**src/rtl/multi_crop_stream.sv**
```systemverilog
// Extracts NUM_CROPS fixed-size windows from a raster pixel stream, tagging each output with its crop index.
// Latency: one cycle from an accepted input pixel to its first output beat; overlapping crops emit back-to-back.
// Backpressure: output stalls hold the payload; input is accepted only when the last pending output beat retires.
//
// Ports:
//   ap_clk, ap_rst_n          clock, asynchronous active-low reset
//   ap_start/done/ready/idle  frame-level control: start in IDLE, one-cycle done/ready pulse at frame end
//   img_input_T*              raster pixel stream (IN_ROWS x IN_COLS pixels per frame)
//   crop_Y1_T*, crop_X1_T*    top-left corners, consumed as pairs, one pair per crop slot
//   crop_output_T*            cropped pixels; TUSER = crop index, TLAST = last pixel of that crop
module multi_crop_stream #(
    parameter int PIXEL_BIT_WIDTH  = 16,
    parameter int IN_ROWS          = 100,
    parameter int IN_COLS          = 160,
    parameter int OUT_ROWS         = 48,
    parameter int OUT_COLS         = 48,
    parameter int IMG_ROW_BITWIDTH = 10,
    parameter int IMG_COL_BITWIDTH = 10,
    parameter int NUM_CROPS        = 2,
    localparam int UW = (NUM_CROPS > 1) ? $clog2(NUM_CROPS) : 1
) (
    input  logic                        ap_clk,
    input  logic                        ap_rst_n,
    input  logic                        ap_start,
    output logic                        ap_done,
    output logic                        ap_ready,
    output logic                        ap_idle,
    input  logic [PIXEL_BIT_WIDTH-1:0]  img_input_TDATA,
    input  logic                        img_input_TVALID,
    output logic                        img_input_TREADY,
    input  logic [IMG_ROW_BITWIDTH-1:0] crop_Y1_TDATA,
    input  logic                        crop_Y1_TVALID,
    output logic                        crop_Y1_TREADY,
    input  logic [IMG_COL_BITWIDTH-1:0] crop_X1_TDATA,
    input  logic                        crop_X1_TVALID,
    output logic                        crop_X1_TREADY,
    output logic [PIXEL_BIT_WIDTH-1:0]  crop_output_TDATA,
    output logic                        crop_output_TVALID,
    input  logic                        crop_output_TREADY,
    output logic [UW-1:0]               crop_output_TUSER,
    output logic                        crop_output_TLAST
);

    localparam int RW  = IMG_ROW_BITWIDTH;
    localparam int CW  = IMG_COL_BITWIDTH;
    localparam int RW1 = RW + 1;
    localparam int CW1 = CW + 1;

    localparam logic [RW-1:0]  Y1_MAX    = RW'(IN_ROWS - OUT_ROWS);
    localparam logic [CW-1:0]  X1_MAX    = CW'(IN_COLS - OUT_COLS);
    localparam logic [RW-1:0]  ROW_LAST  = RW'(IN_ROWS - 1);
    localparam logic [CW-1:0]  COL_LAST  = CW'(IN_COLS - 1);
    localparam logic [RW1-1:0] CROP_H    = RW1'(OUT_ROWS);
    localparam logic [CW1-1:0] CROP_W    = CW1'(OUT_COLS);
    localparam logic [RW1-1:0] CROP_H_M1 = RW1'(OUT_ROWS - 1);
    localparam logic [CW1-1:0] CROP_W_M1 = CW1'(OUT_COLS - 1);
    localparam logic [UW-1:0]  SLOT_LAST = UW'(NUM_CROPS - 1);

    localparam logic [2:0] S_IDLE   = 3'd0;
    localparam logic [2:0] S_LOAD   = 3'd1;
    localparam logic [2:0] S_STREAM = 3'd2;
    localparam logic [2:0] S_EMIT   = 3'd3;
    localparam logic [2:0] S_DONE   = 3'd4;

    logic [2:0]                 state;
    logic [2:0]                 state_nxt;

    // crop corners, already clamped so every window lies inside the frame
    logic [RW-1:0]              y1 [NUM_CROPS];
    logic [CW-1:0]              x1 [NUM_CROPS];
    logic [UW-1:0]              slot;

    // raster position of the next pixel to be accepted
    logic [RW-1:0]              row;
    logic [CW-1:0]              col;
    logic                       last_seen;

    // pixel being emitted, its position and the crops still owed a copy
    logic [PIXEL_BIT_WIDTH-1:0] pix_q;
    logic [RW-1:0]              row_q;
    logic [CW-1:0]              col_q;
    logic [NUM_CROPS-1:0]       mask_q;

    logic [NUM_CROPS-1:0]       hit;
    logic [NUM_CROPS-1:0]       sel_oh;
    logic [NUM_CROPS-1:0]       mask_rem;
    logic [UW-1:0]              sel;
    logic                       mask_single;
    logic                       tlast;

    logic [RW-1:0]              y1_clamped;
    logic [CW-1:0]              x1_clamped;

    logic                       cap_fire;
    logic                       in_rdy;
    logic                       in_fire;
    logic                       out_vld;
    logic                       out_fire;
    logic                       pix_last;

    assign y1_clamped = (crop_Y1_TDATA > Y1_MAX) ? Y1_MAX : crop_Y1_TDATA;
    assign x1_clamped = (crop_X1_TDATA > X1_MAX) ? X1_MAX : crop_X1_TDATA;

    // A corner pair is taken only when both halves are present together.
    assign cap_fire = (state == S_LOAD) && crop_Y1_TVALID && crop_X1_TVALID;

    assign pix_last = (row == ROW_LAST) && (col == COL_LAST);

    // Lowest pending crop is served first; the rest stay in mask_rem.
    assign sel_oh      = mask_q & (~mask_q + NUM_CROPS'(1));
    assign mask_rem    = mask_q & ~sel_oh;
    assign mask_single = (mask_q != '0) && (mask_rem == '0);

    assign out_vld  = (state == S_EMIT);
    assign out_fire = out_vld && crop_output_TREADY;

    // During EMIT a new pixel may only enter when the final pending beat is
    // leaving this cycle, so the held pixel is never overwritten early.
    assign in_rdy  = (state == S_STREAM) ||
                     ((state == S_EMIT) && mask_single && crop_output_TREADY);
    assign in_fire = in_rdy && img_input_TVALID;

    always_comb begin
        hit = '0;
        for (int k = 0; k < NUM_CROPS; k++) begin
            hit[k] = ({1'b0, row} >= {1'b0, y1[k]}) &&
                     ({1'b0, row} <  ({1'b0, y1[k]} + CROP_H)) &&
                     ({1'b0, col} >= {1'b0, x1[k]}) &&
                     ({1'b0, col} <  ({1'b0, x1[k]} + CROP_W));
        end
    end

    always_comb begin
        sel   = '0;
        tlast = 1'b0;
        for (int k = 0; k < NUM_CROPS; k++) begin
            if (sel_oh[k]) begin
                sel   = UW'(k);
                tlast = ({1'b0, row_q} == ({1'b0, y1[k]} + CROP_H_M1)) &&
                        ({1'b0, col_q} == ({1'b0, x1[k]} + CROP_W_M1));
            end
        end
    end

    always_comb begin
        state_nxt = state;
        case (state)
            S_IDLE: begin
                if (ap_start) begin
                    state_nxt = S_LOAD;
                end
            end
            S_LOAD: begin
                if (cap_fire && (slot == SLOT_LAST)) begin
                    state_nxt = S_STREAM;
                end
            end
            S_STREAM: begin
                if (in_fire) begin
                    if (hit != '0) begin
                        state_nxt = S_EMIT;
                    end else if (pix_last) begin
                        state_nxt = S_DONE;
                    end
                end
            end
            S_EMIT: begin
                if (out_fire && mask_single) begin
                    if (in_fire) begin
                        // follow-on pixel evaluated in the same cycle
                        if (hit != '0) begin
                            state_nxt = S_EMIT;
                        end else if (pix_last) begin
                            state_nxt = S_DONE;
                        end else begin
                            state_nxt = S_STREAM;
                        end
                    end else if (last_seen) begin
                        state_nxt = S_DONE;
                    end else begin
                        state_nxt = S_STREAM;
                    end
                end
            end
            S_DONE: begin
                state_nxt = S_IDLE;
            end
            default: begin
                state_nxt = S_IDLE;
            end
        endcase
    end

    always_ff @(posedge ap_clk or negedge ap_rst_n) begin
        if (!ap_rst_n) begin
            state     <= S_IDLE;
            slot      <= '0;
            row       <= '0;
            col       <= '0;
            last_seen <= 1'b0;
            pix_q     <= '0;
            row_q     <= '0;
            col_q     <= '0;
            mask_q    <= '0;
            for (int k = 0; k < NUM_CROPS; k++) begin
                y1[k] <= '0;
                x1[k] <= '0;
            end
        end else begin
            state <= state_nxt;
            if (state == S_DONE) begin
                slot      <= '0;
                row       <= '0;
                col       <= '0;
                last_seen <= 1'b0;
                mask_q    <= '0;
                for (int k = 0; k < NUM_CROPS; k++) begin
                    y1[k] <= '0;
                    x1[k] <= '0;
                end
            end else begin
                if (cap_fire) begin
                    slot <= (slot == SLOT_LAST) ? '0 : slot + UW'(1);
                end
                for (int k = 0; k < NUM_CROPS; k++) begin
                    if (cap_fire && (slot == UW'(k))) begin
                        y1[k] <= y1_clamped;
                        x1[k] <= x1_clamped;
                    end
                end

                if (in_fire) begin
                    if (pix_last) begin
                        row       <= '0;
                        col       <= '0;
                        last_seen <= 1'b1;
                    end else if (col == COL_LAST) begin
                        col <= '0;
                        row <= row + RW'(1);
                    end else begin
                        col <= col + CW'(1);
                    end
                end

                if (in_fire && (hit != '0)) begin
                    pix_q  <= img_input_TDATA;
                    row_q  <= row;
                    col_q  <= col;
                    mask_q <= hit;
                end else if (out_fire) begin
                    mask_q <= mask_rem;
                end
            end
        end
    end

    assign ap_idle  = (state == S_IDLE);
    assign ap_done  = (state == S_DONE);
    assign ap_ready = (state == S_DONE);

    assign img_input_TREADY = in_rdy;
    assign crop_Y1_TREADY   = (state == S_LOAD) && crop_X1_TVALID;
    assign crop_X1_TREADY   = (state == S_LOAD) && crop_Y1_TVALID;

    assign crop_output_TVALID = out_vld;
    assign crop_output_TDATA  = pix_q;
    assign crop_output_TUSER  = sel;
    assign crop_output_TLAST  = out_vld && tlast;

endmodule

```
**config.mk**
```make
export PLATFORM = sky130hd
export DESIGN_NAME = multi_crop_stream
export DESIGN_NICKNAME = d
export VERILOG_FILES = /design/src/rtl/multi_crop_stream.sv
export SDC_FILE = /design/constraint.sdc
export NUM_CORES = 1
export LEC_CHECK = 0
export CAP_MARGIN = 20
export CORE_ASPECT_RATIO = 0.5
export CORE_MARGIN = 1
export CORE_UTILIZATION = 50
export DETAILED_ROUTE_END_ITERATION = 7
export PLACE_DENSITY = 0.76
export RECOVER_POWER = 25
export SLEW_MARGIN = 20
export SYNTH_ARGS = -nofsm -noshare
export SYNTH_HDL_FRONTEND = slang
export SYNTH_SLANG_ARGS = --single-unit
```
**constraint.sdc**
```tcl
create_clock -name ap_clk -period 4 [get_ports ap_clk]
set_input_delay 0.8 -clock ap_clk [delete_from_list [all_inputs] [get_ports ap_clk]]
set_output_delay 0.8 -clock ap_clk [all_outputs]
set_load 0.005 [all_outputs]
```
==> metrics.yaml, run 1 <==
yosys_most_used_dff: "sky130_fd_sc_hd__dfrtp_1"
reg2reg_from: "y1[5]"
path_max_fanout: 4
hold_viol: 0
ir_worst_vdd_mv: 0.256
timing.critical_path.from: "y1[10]"
clock_path_buffers: 2
seqCellArea_sq_um: 2580
dieWidth_um: 175
critPathRequiredTime_ps: 3200
clk-insertion-delay-late_ps: 360
final.fill_count: 1250
worst_endpoint_data_arrival_time_ps: 2880
netlist_instances: 812
grt_first_pass_wirelength_mm: 31.1
pins_over_slew_limit: 87
die_ht_um: 88.4
timing.setup.tns_ps: 0
holdCritPathClass: "flip-flop to flip-flop"
max_freq_mhz: 272
start_kind: "flip-flop"
number_of_global_route_vias_before_repair: 6357
gp_routability_congestion: 0.963
slowest_cell_on_the_critical_path: "sky130_fd_sc_hd__dfrtp_1"
yosys-top-cells-area: "sky130_fd_sc_hd__dfrtp_1, sky130_fd_sc_hd__ha_1, sky130_fd_sc_hd__xnor2_1"
area_delta_synth_final_pct: 16.3
clkTransAtPathRegs_ps: 70
synth-edff-count: 0
via_count: 6432
cts_root_buf: "sky130_fd_sc_hd__clkbuf_16"
violations: "capacitance limit, slew limit"
final_core_util_pct: 59.9
seq_power_share_pct: 33.5
cts.hold.buffers_added: 0
netSwitchingPower_mw: 2.03
avgRoutedWirePerCell_um: 17.9
layout-drive-gt1-share_pct: 9.28
boundaryPins: 68
tightestPinTransition_ps: 2200
final_nets: 1002
synthArstFlopShare_pct: 100
synth_top_cells_by_count: "sky130_fd_sc_hd__dfrtp_1, sky130_fd_sc_hd__ha_1, sky130_fd_sc_hd__nor2_1"
cts_max_level: 3
num_antenna_cells: 0
critPathKind: "flip-flop to primary output"
synthesis.area_sq_um: 7470
cp-end-kind: "primary output"
grt_max_degree: 87
synth_area_leader_cell: "sky130_fd_sc_hd__dfrtp_1"
syn_avg_cell_area_sq_um: 9.20
floorplan.die_area_sq_um: 15500
period_needed_ps: 3680
core_region_area_sq_um: 14500
dpl.cell_count: 1065
power.clock.fraction_pct: 19.2
final_worst_path_cycle_share_pct: 92.0
timing.clock.skew_ps: 6.10
postSynthNetCount: 935
multiInputGateArea_sq_um: 4560
netlist.area_leader.share_pct: 34.5
yosys_warnings: 0
tritoncts: "built"
power_frac_comb_pct: 47.3
power_density_nw_per_um2: 560
fp-row-count: 31
setup_repair_after_global_routing_missed_its_margin: "false"
detail_route.wirelength_mm: 19.3
synth-seq-cells: 103
remaining_drc_errors: 0
report.power.total_mw: 4.86
buffer_ports.inserted: 67
initial_utilization_pct: 51.5
timing.max_slew.rel_slack_pct: -46.5
synthMostInstantiatedCell: "sky130_fd_sc_hd__dfrtp_1"
path_cells: "inv_1 -> ha_1 -> xnor2_1 -> nor4_1 -> nand4b_1 -> nor4_1 -> o311ai_0 -> nor4_1 -> nand4_1 -> o22ai_2 -> dlymetal6s2s_1"
sw_frac_of_total_pct: 41.8
numClockSinks: 103
first_pass_iters: 5
detail_route.vias_per_cell: 5.94
run_status: "complete, but fails checks"
drt-initial-drc-count: 397
dp_hpwl_mm: 14.3
worst-r2r-cell-count: 13
cts-buffers-inserted: 9
timing.final.setup_violations: 0
worstHoldPathCells: 1
crit_end: "crop_output_TLAST"
ys_seq_area_share_pct: 34.5
antenna_found_initial: 0
power_report.internal_total_mw: 2.83
cp_common_cell: "sky130_fd_sc_hd__nor4_1"
worst_r2r_endpoint: "col_q[2]"
layoutNonFillerInstCount: 1082
grt.overflow.total: 0
yosys.cell_types.count: 69
max_stage_delay_ps: 400
ff2ff_setup_slack_ps: 410
gr-usage-all-layers_pct: 25.8
count_of_nets_left_with_antenna_violations_after_detail_routing: 0
power.static_leakage_nw: 3.95
max_cap_violations: 1
[final cells by class]
| class | count | share of cell area, % |
|---|---|---|
| inverter | 54 | 2.33 |
| clock inverter | 6 | 0.763 |
| timing repair buffer | 84 | 9.16 |
| multi-input combinational | 627 | 52.5 |
| clock buffer | 10 | 2.75 |
| tap | 198 | 2.85 |
| sequential | 103 | 29.7 |
[how the worst min path moves through the flow]
stage,startpoint,to
global placement,crop_output_TDATA[5],crop_output_TDATA[5]
global route,crop_output_TDATA[5],crop_output_TDATA[5]
CTS,crop_output_TDATA[14],crop_output_TDATA[14]
detailed placement,crop_output_TDATA[14],crop_output_TDATA[14]
floorplan,crop_output_TDATA[12],crop_output_TDATA[12]
finish,crop_output_TDATA[14],crop_output_TDATA[14]
[registers in the layout (all words and copies together) (netlist names)]
name / cells
col_q: 10
last_seen: 1
slot: 1
y1: 20
state: 3
mask_q: 2
col: 10
x1: 20
crop_output_TDATA: 16
row_q: 10
row: 10
[timing repair]
action,in CTS,in global routing
buffers inserted,0,1
resized for setup,1,4
pin swaps,2,5
setup endpoints to repair,1,1
[stage by stage]
| stage | worst slack [ps] | hold WS (ps) | instance area, sq um |
|---|---|---|---|
| after global placement | 351 | 465 | 8360 |
| after detailed placement | 211 | 483 | 8360 |
| after global routing | 161 | 520 | 8690 |
| after floorplan | 1020 | 483 | 7470 |
| final | 320 | 497 | 8690 |
| after CTS | 19.8 | 503 | 8670 |
[power groups by stage]
stage / Clock [mW] / Sequential [mW] / Combinational, mW
2_1_floorplan: 0 / 1.48 / 1.70
3_3_place_gp: 0 / 1.62 / 2.17
3_5_place_dp: 0 / 1.64 / 2.25
4_1_cts: 0.936 / 1.62 / 2.27
5_1_grt: 0.976 / 1.66 / 2.56
6_report: 0.934 / 1.63 / 2.30
[critical path, delay by kind of cell (launching register included)]
kind	cells	cell delay, ps
simple gates	5	1180
flops	1	400
compound gates	2	300
fa+ha+maj	1	300
buf+inv	2	200
xor+xnor	1	130
[routing by layer]
layer | part of all wire (%) | global-route usage, %
met1 | 44 | 33.5
met2 | 46 | 44.0
met3 | 7.2 | 4.51
met4 | 2.2 | 8.85
met5 | 0 | 0
[cell families (layout without fill, tap and decap cells)]
group,Yosys count,in the layout,share of synthesized area [%]
simple gates,256,256,17.2
compound gates,170,170,14.8
buf+inv,82,154,4.67
mux,39,39,5.84
flops,103,103,34.5
xor+xnor,82,82,9.61
fa+ha+maj,80,80,13.4
[cells in the final DEF, fill, tap and decap left out, drive strengths merged, types with 34 or more instances in the layout]
master	count
nor2	75
inv	57
dfrtp	103
a21oi	57
clkdlybuf4s50	65
nand2	54
nand3	34
mux2	37
ha	80
xnor2	53
Power figures use the tool's default switching activity.
==> inputs of run 2 (changes only) <==
Settings changed: TNS_END_PERCENT set to 100.
==> results of run 2 <==
Final layout, timing and power as in run 1 (identical DEF).
==> inputs of run 3 (changes only) <==
Settings changed: ABC_AREA set to 0, GPL_ROUTABILITY_DRIVEN set to 0.
==> results of run 3 <==
Final layout, timing and power as in run 1 (identical DEF).
